## src/rtl/matlib_pkg.sv

```systemverilog
// matlib: shared types for the matrix reduction blocks
package matlib;
   typedef enum logic [1:0] {IDLE, SCAN, DONE} state_t;
endpackage

```

## src/rtl/mat_smax_seq_if.sv

```systemverilog
// fixedp: fixed-point width parameter plus the common clock/reset pair
interface fixedp #(
   parameter int WIDTH = 16
) (
   input logic clk,
   input logic reset
);
   modport master (input clk, input reset);
   modport slave  (input clk, input reset);
endinterface

```

## src/rtl/mat_smax_seq_smax.sv

```systemverilog
// smax: signed two-input maximum; o_b_gt is set only when i_b strictly exceeds i_a
module smax #(
   parameter int WIDTH = 16
) (
   input  logic signed [WIDTH-1:0] i_a,
   input  logic signed [WIDTH-1:0] i_b,
   output logic signed [WIDTH-1:0] o_max,
   output logic                    o_b_gt
);
   always_comb begin
      o_b_gt = i_b > i_a;
      o_max  = o_b_gt ? i_b : i_a;
   end
endmodule

```

## src/rtl/mat_smax_seq.sv

```systemverilog
// mat_smax_seq: sequential signed-max reduction over a captured ROWS x COLS matrix,
// one element per cycle in row-major order, reporting the earliest maximum.
module mat_smax_seq
   import matlib::*;
#(
   parameter int ROWS  = 1,
   parameter int COLS  = 1,
   parameter int WIDTH = 16
) (
   fixedp.slave                             g,
   input  logic                             start,
   input  logic [ROWS:1][COLS:1][WIDTH-1:0] a,
   output logic                             busy,
   output logic                             done,
   output logic [WIDTH-1:0]                 f,
   output logic [$clog2(ROWS+1)-1:0]        frow,
   output logic [$clog2(COLS+1)-1:0]        fcol
);
   localparam int RW = $clog2(ROWS+1);
   localparam int CW = $clog2(COLS+1);
   localparam int N  = ROWS * COLS;
   state_t                           r_state, w_next;
   logic [ROWS:1][COLS:1][WIDTH-1:0] r_a;
   logic signed [WIDTH-1:0]          r_best, w_cur, w_max;
   logic [RW-1:0]                    r_row, r_brow;
   logic [CW-1:0]                    r_col, r_bcol;
   logic                             w_gt, w_accept, w_last, w_wrap;
   assign w_cur    = r_a[r_row][r_col];
   assign w_accept = r_state == IDLE && start;
   assign w_wrap   = r_col == CW'(COLS);
   assign w_last   = r_row == RW'(ROWS) && w_wrap;
   smax #(.WIDTH(WIDTH)) u_smax (
      .i_a    (r_best),
      .i_b    (w_cur),
      .o_max  (w_max),
      .o_b_gt (w_gt)
   );
   always_ff @(posedge g.clk) begin
      if (g.reset) r_state <= IDLE;
      else         r_state <= w_next;
   end
   always_comb begin
      w_next = r_state;
      busy   = 1'b0;
      done   = 1'b0;
      case (r_state)
         IDLE: begin
            if (start) begin
               if (N == 1) w_next = DONE;
               else        w_next = SCAN;
            end
         end
         SCAN: begin
            busy = 1'b1;
            if (w_last) w_next = DONE;
         end
         DONE: begin
            busy   = 1'b1;
            done   = 1'b1;
            w_next = IDLE;
         end
         default: w_next = IDLE;
      endcase
   end
   // the first element seeds best, so scanning starts at the second element
   always_ff @(posedge g.clk) begin
      if (g.reset) begin
         r_a    <= '0;
         r_best <= '0;
         r_brow <= '0;
         r_bcol <= '0;
         r_row  <= '0;
         r_col  <= '0;
         f      <= '0;
         frow   <= '0;
         fcol   <= '0;
      end else if (w_accept) begin
         r_a    <= a;
         r_best <= a[1][1];
         r_brow <= RW'(1);
         r_bcol <= CW'(1);
         r_row  <= COLS == 1 ? RW'(2) : RW'(1);
         r_col  <= COLS == 1 ? CW'(1) : CW'(2);
         if (N == 1) begin
            f    <= a[1][1];
            frow <= RW'(1);
            fcol <= CW'(1);
         end
      end else if (r_state == SCAN) begin
         r_best <= w_max;
         if (w_gt) begin
            r_brow <= r_row;
            r_bcol <= r_col;
         end
         r_row <= w_wrap ? r_row + RW'(1) : r_row;
         r_col <= w_wrap ? CW'(1) : r_col + CW'(1);
         if (w_last) begin
            f    <= w_max;
            frow <= w_gt ? r_row : r_brow;
            fcol <= w_gt ? r_col : r_bcol;
         end
      end
   end
endmodule

```

## src/flat_wrapper.sv

```systemverilog
// flat-port wrapper written by rule: the top's interface ports become plain ports
module mat_smax_seq_flat import matlib::*;
#(
   parameter int ROWS  = 1,
   parameter int COLS  = 1,
   parameter int WIDTH = 16
)
  (start, a, busy, done, f, frow, fcol, clk, reset);
  fixedp #(.WIDTH(WIDTH)) g_i (.clk(clk), .reset(reset));
  input  logic start;
  input  logic [ROWS:1][COLS:1][WIDTH-1:0] a;
  output logic busy;
  output logic done;
  output logic [WIDTH-1:0] f;
  output logic [$clog2(ROWS+1)-1:0] frow;
  output logic [$clog2(COLS+1)-1:0] fcol;
  input wire logic clk;
  input wire logic reset;
  mat_smax_seq #(.ROWS(ROWS), .COLS(COLS), .WIDTH(WIDTH)) u_core (.g(g_i), .start(start), .a(a), .busy(busy), .done(done), .f(f), .frow(frow), .fcol(fcol));
endmodule
```

## config.mk

```make
export PLATFORM = sky130hd
export DESIGN_NAME = mat_smax_seq_flat
export DESIGN_NICKNAME = d
export VERILOG_FILES = /design/src/rtl/matlib_pkg.sv /design/src/rtl/mat_smax_seq_if.sv /design/src/rtl/mat_smax_seq_smax.sv /design/src/rtl/mat_smax_seq.sv /design/src/flat_wrapper.sv
export SDC_FILE = /design/constraint.sdc
export NUM_CORES = 1
export LEC_CHECK = 0
export BUFFER_PORTS_ARGS = -buffer_cell sky130_fd_sc_hd__buf_4
export CAP_MARGIN = 0
export CELL_PAD_IN_SITES_DETAIL_PLACEMENT = 1
export CELL_PAD_IN_SITES_GLOBAL_PLACEMENT = 1
export CORE_AREA = 2 2 59 61
export DETAILED_ROUTE_END_ITERATION = 8
export DIE_AREA = 0 0 61 63
export HOLD_SLACK_MARGIN = 0.03
export PLACE_DENSITY_LB_ADDON = 0.05
export SLEW_MARGIN = 20
export SYNTH_ARGS = -nofsm -noshare
export SYNTH_HDL_FRONTEND = slang
export SYNTH_SLANG_ARGS = --single-unit
export TNS_END_PERCENT = 5
```

## constraint.sdc

```tcl
create_clock -name clk -period 1 [get_ports clk]
set_input_delay 0 -clock clk [delete_from_list [all_inputs] [get_ports clk]]
set_output_delay 0 -clock clk [all_outputs]
set_load 0.01 [all_outputs]
```

==> key figures <==
Run status
  • Status: finished clean

Synthesis
  • Net count after synthesis: between 100 and 150
  • Yosys warning total: 0
  • Largest cells by area after synthesis: dfxtp_1, nand4bb_1, o31ai_1
  • Gate count of the mapped netlist: 85
  • Syn Area/Cell: approximately 10 sq um
  • Post-Syn Area: approximately 860 sq um
  • FF+latch count, synth: 19
  • Post-synthesis sequential area ratio: ~44%
  • Yosys cell types: 14
  • Yosys top cell by area: dfxtp_1
  • Post-synth top area share: between 40 and 50%

Timing
  • Fin crit share: between 90% and 100%
  • Final Setup Violations: 0
  • Fmax: between 1000 and 1500 MHz
  • Final Hold Fails: 0
  • Final critical-path required period: between 0.9 and 1 ns
  • Tightest Pin Transition: about 0.30 ns
  • Post-Route Skew: approximately 0.0018 ns
  • Relative slew slack: roughly 80%
  • Setup_tns: 0 ns
  • Final Max Tran Viols: 0
  • RSZ-0062 raised after global routing: false

CTS
  • Clock tree buffer depth: 2
  • CTS Root Cell: clkbuf_4
  • CTS tree: yes
  • Clk sink count: 19
  • H-tree levels: 1
  • Post-CTS setup buffers: 0
  • CTS clk-pin slew, worst paths: between 0.1 and 0.15 ns
  • TritonCTS buffer count: 3
  • Skew-Pair Late Insertion Delay: ~0.29 ns

Run
  • Max Cap Viol: 0

Global routing
  • Largest net degree at the start of global routing: 36
  • GR Util All Layers: between 10% and 20%
  • GRT overflow: 0
  • First-pass GRT wire length: 3560 um
  • Initial antenna violation count: 0
  • Number of global-route vias before repair: around 800

Floorplanning
  • Die W: 61 um
  • Total die area: between 0.003 and 0.004 sq mm
  • I/O pins: 39
  • Die Y: between 60 and 70 um
  • Starting density of the core: between 20% and 30%
  • CORE AREA: about 0.0032 sq mm
  • Num rows: 21

Setup path
  • Worst setup path category: flip-flop to output port
  • Crit path launch type: flip-flop
  • CP required: 1.00 ns
  • Crit end category: output port
  • Critical-path maximum fanout: 7
  • CP arrival: between 0.9 and 1 ns

Final layout
  • Antenna Cells: 0
  • Most common cell after layout, fill and taps aside: buf_4
  • Finished Cell Area: approximately 0.0014 sq mm
  • P&R area growth vs syn: 59.24%
  • # fillers: approximately 390
  • Commonest non-fill, non-tap cells in the layout: buf_4, dfxtp_1, inv_1
  • Layout Nets: between 150 and 200
  • Share of cells above drive strength 1: about a third

Pwr
  • Power Density: ~1200 mW/mm^2
  • Peak VDD IR: ~500 uV
  • Lkg Pwr: 0.5706 nW

Detailed routing
  • DR vias/cell: 4.291
  • TritonRoute pass-1 iters: 3
  • Detail Route Antenna Nets: 0
  • Detailed Route Iter0 Violations: 13
  • DRC: 0
  • Routed len/inst: approximately 12 um
  • WL final: roughly 2100 um
  • DR vias: just under 800

Min path
  • Hold Crit Class: input port to flip-flop

Placement
  • Hpwl dp: around 1400 um
  • Port bufs: 38
  • Post-Place Cell Area: around 0.0012 sq mm
  • GP Congestion: roughly 0.68
[flip-flops by register name, summed over array words and instances (netlist names)]
name and count:
u_core.f 16, u_core.fcol 1, u_core.r_state 1, u_core.frow 1
[cells by family (layout without fill, tap and decap cells)]
kind of cell / after synthesis / count (layout) / share of synthesized area (%)
compound gates: 18 / 18 / 14.85
flops: 19 / 19 / 44.25
simple gates: 20 / 20 / 25.33
buf+inv: 28 / 79 / 15.57
[metal layers]
layer / GRT usage [%] / wire length (um) / vias to the layer above
met1: 16.20 / 965 / 368
met5: 0 / 0 / -
li1: - / - / 393
met3: 2.484 / 103 / 2
met4: 4.076 / 17 / 0
met2: 19.22 / 1059 / 18
[stage by stage]
stage | total power, mW | hold WS, ns | setup slack (ns) | util, % | instances
finish | 1.592 | 0.08956 | 0.06691 | 42.35 | 182
global placement | 1.176 | 0.2629 | 0.1396 | 36.39 | 162
global route | 1.689 | 0.08669 | 0.02716 | 42.35 | 182
floorplan | 1.014 | 0.1685 | 0.1063 | - | 85
detailed placement | 1.180 | 0.2766 | 0.1139 | 36.39 | 162
CTS | 1.631 | 0.07571 | 0.01314 | 42.16 | 182
[power by group]
part | switching, mW | leakage, nW | internal (mW)
sequential | 0.0285 | 0.157 | 0.806
clock | 0.232 | 0.0150 | 0.155
combinational | 0.147 | 0.398 | 0.224
[final cells by class]
type / count / area [sq um] / share of cell area [%]
inverters: 17 / 63.81 / 4.662
clock buffers: 4 / 26.28 / 1.920
flip-flops and latches: 19 / 384.1 / 28.06
multi-input cells: 38 / 345.3 / 25.23
repair buffers: 58 / 491.7 / 35.92
well taps: 46 / 57.56 / 4.205
[final timing paths]
path | startpoint | to | slack [ns] | cells past startpoint
setup / recovery | u_core.r_state[1] | done | 0.07 | 2
hold / removal | reset | u_core.fcol | 0.09 | 2
setup reg to reg | u_core.r_state[1] | u_core.frow | 0.10 | 3
hold reg to reg | u_core.frow | u_core.frow | 0.46 | 2
[what timing repair did]
item / CTS / global route
hold buffers: 16 / 0
resized for setup: 0 / 2
endpoints found under the hold margin: 16 / 0
setup endpoints to repair: 0 / 2
[cell usage after synthesis]
cell / number
nand2b_4: 1
o21ai_0: 1
buf_4: 2
inv_1: 17
nand4bb_1: 16
o31ai_1: 15
buf_6: 2
a21oi_1: 2
clkbuf_1: 2
nor2b_4: 1
dfxtp_1: 19
buf_2: 5
nand2b_1: 1
nor2_1: 1
[critical path: stages, from the launching register on]
cell	delay, ns
dfxtp_4	0.38
buf_6	0.13
buf_4	0.13
Power figures use the tool's default switching activity.
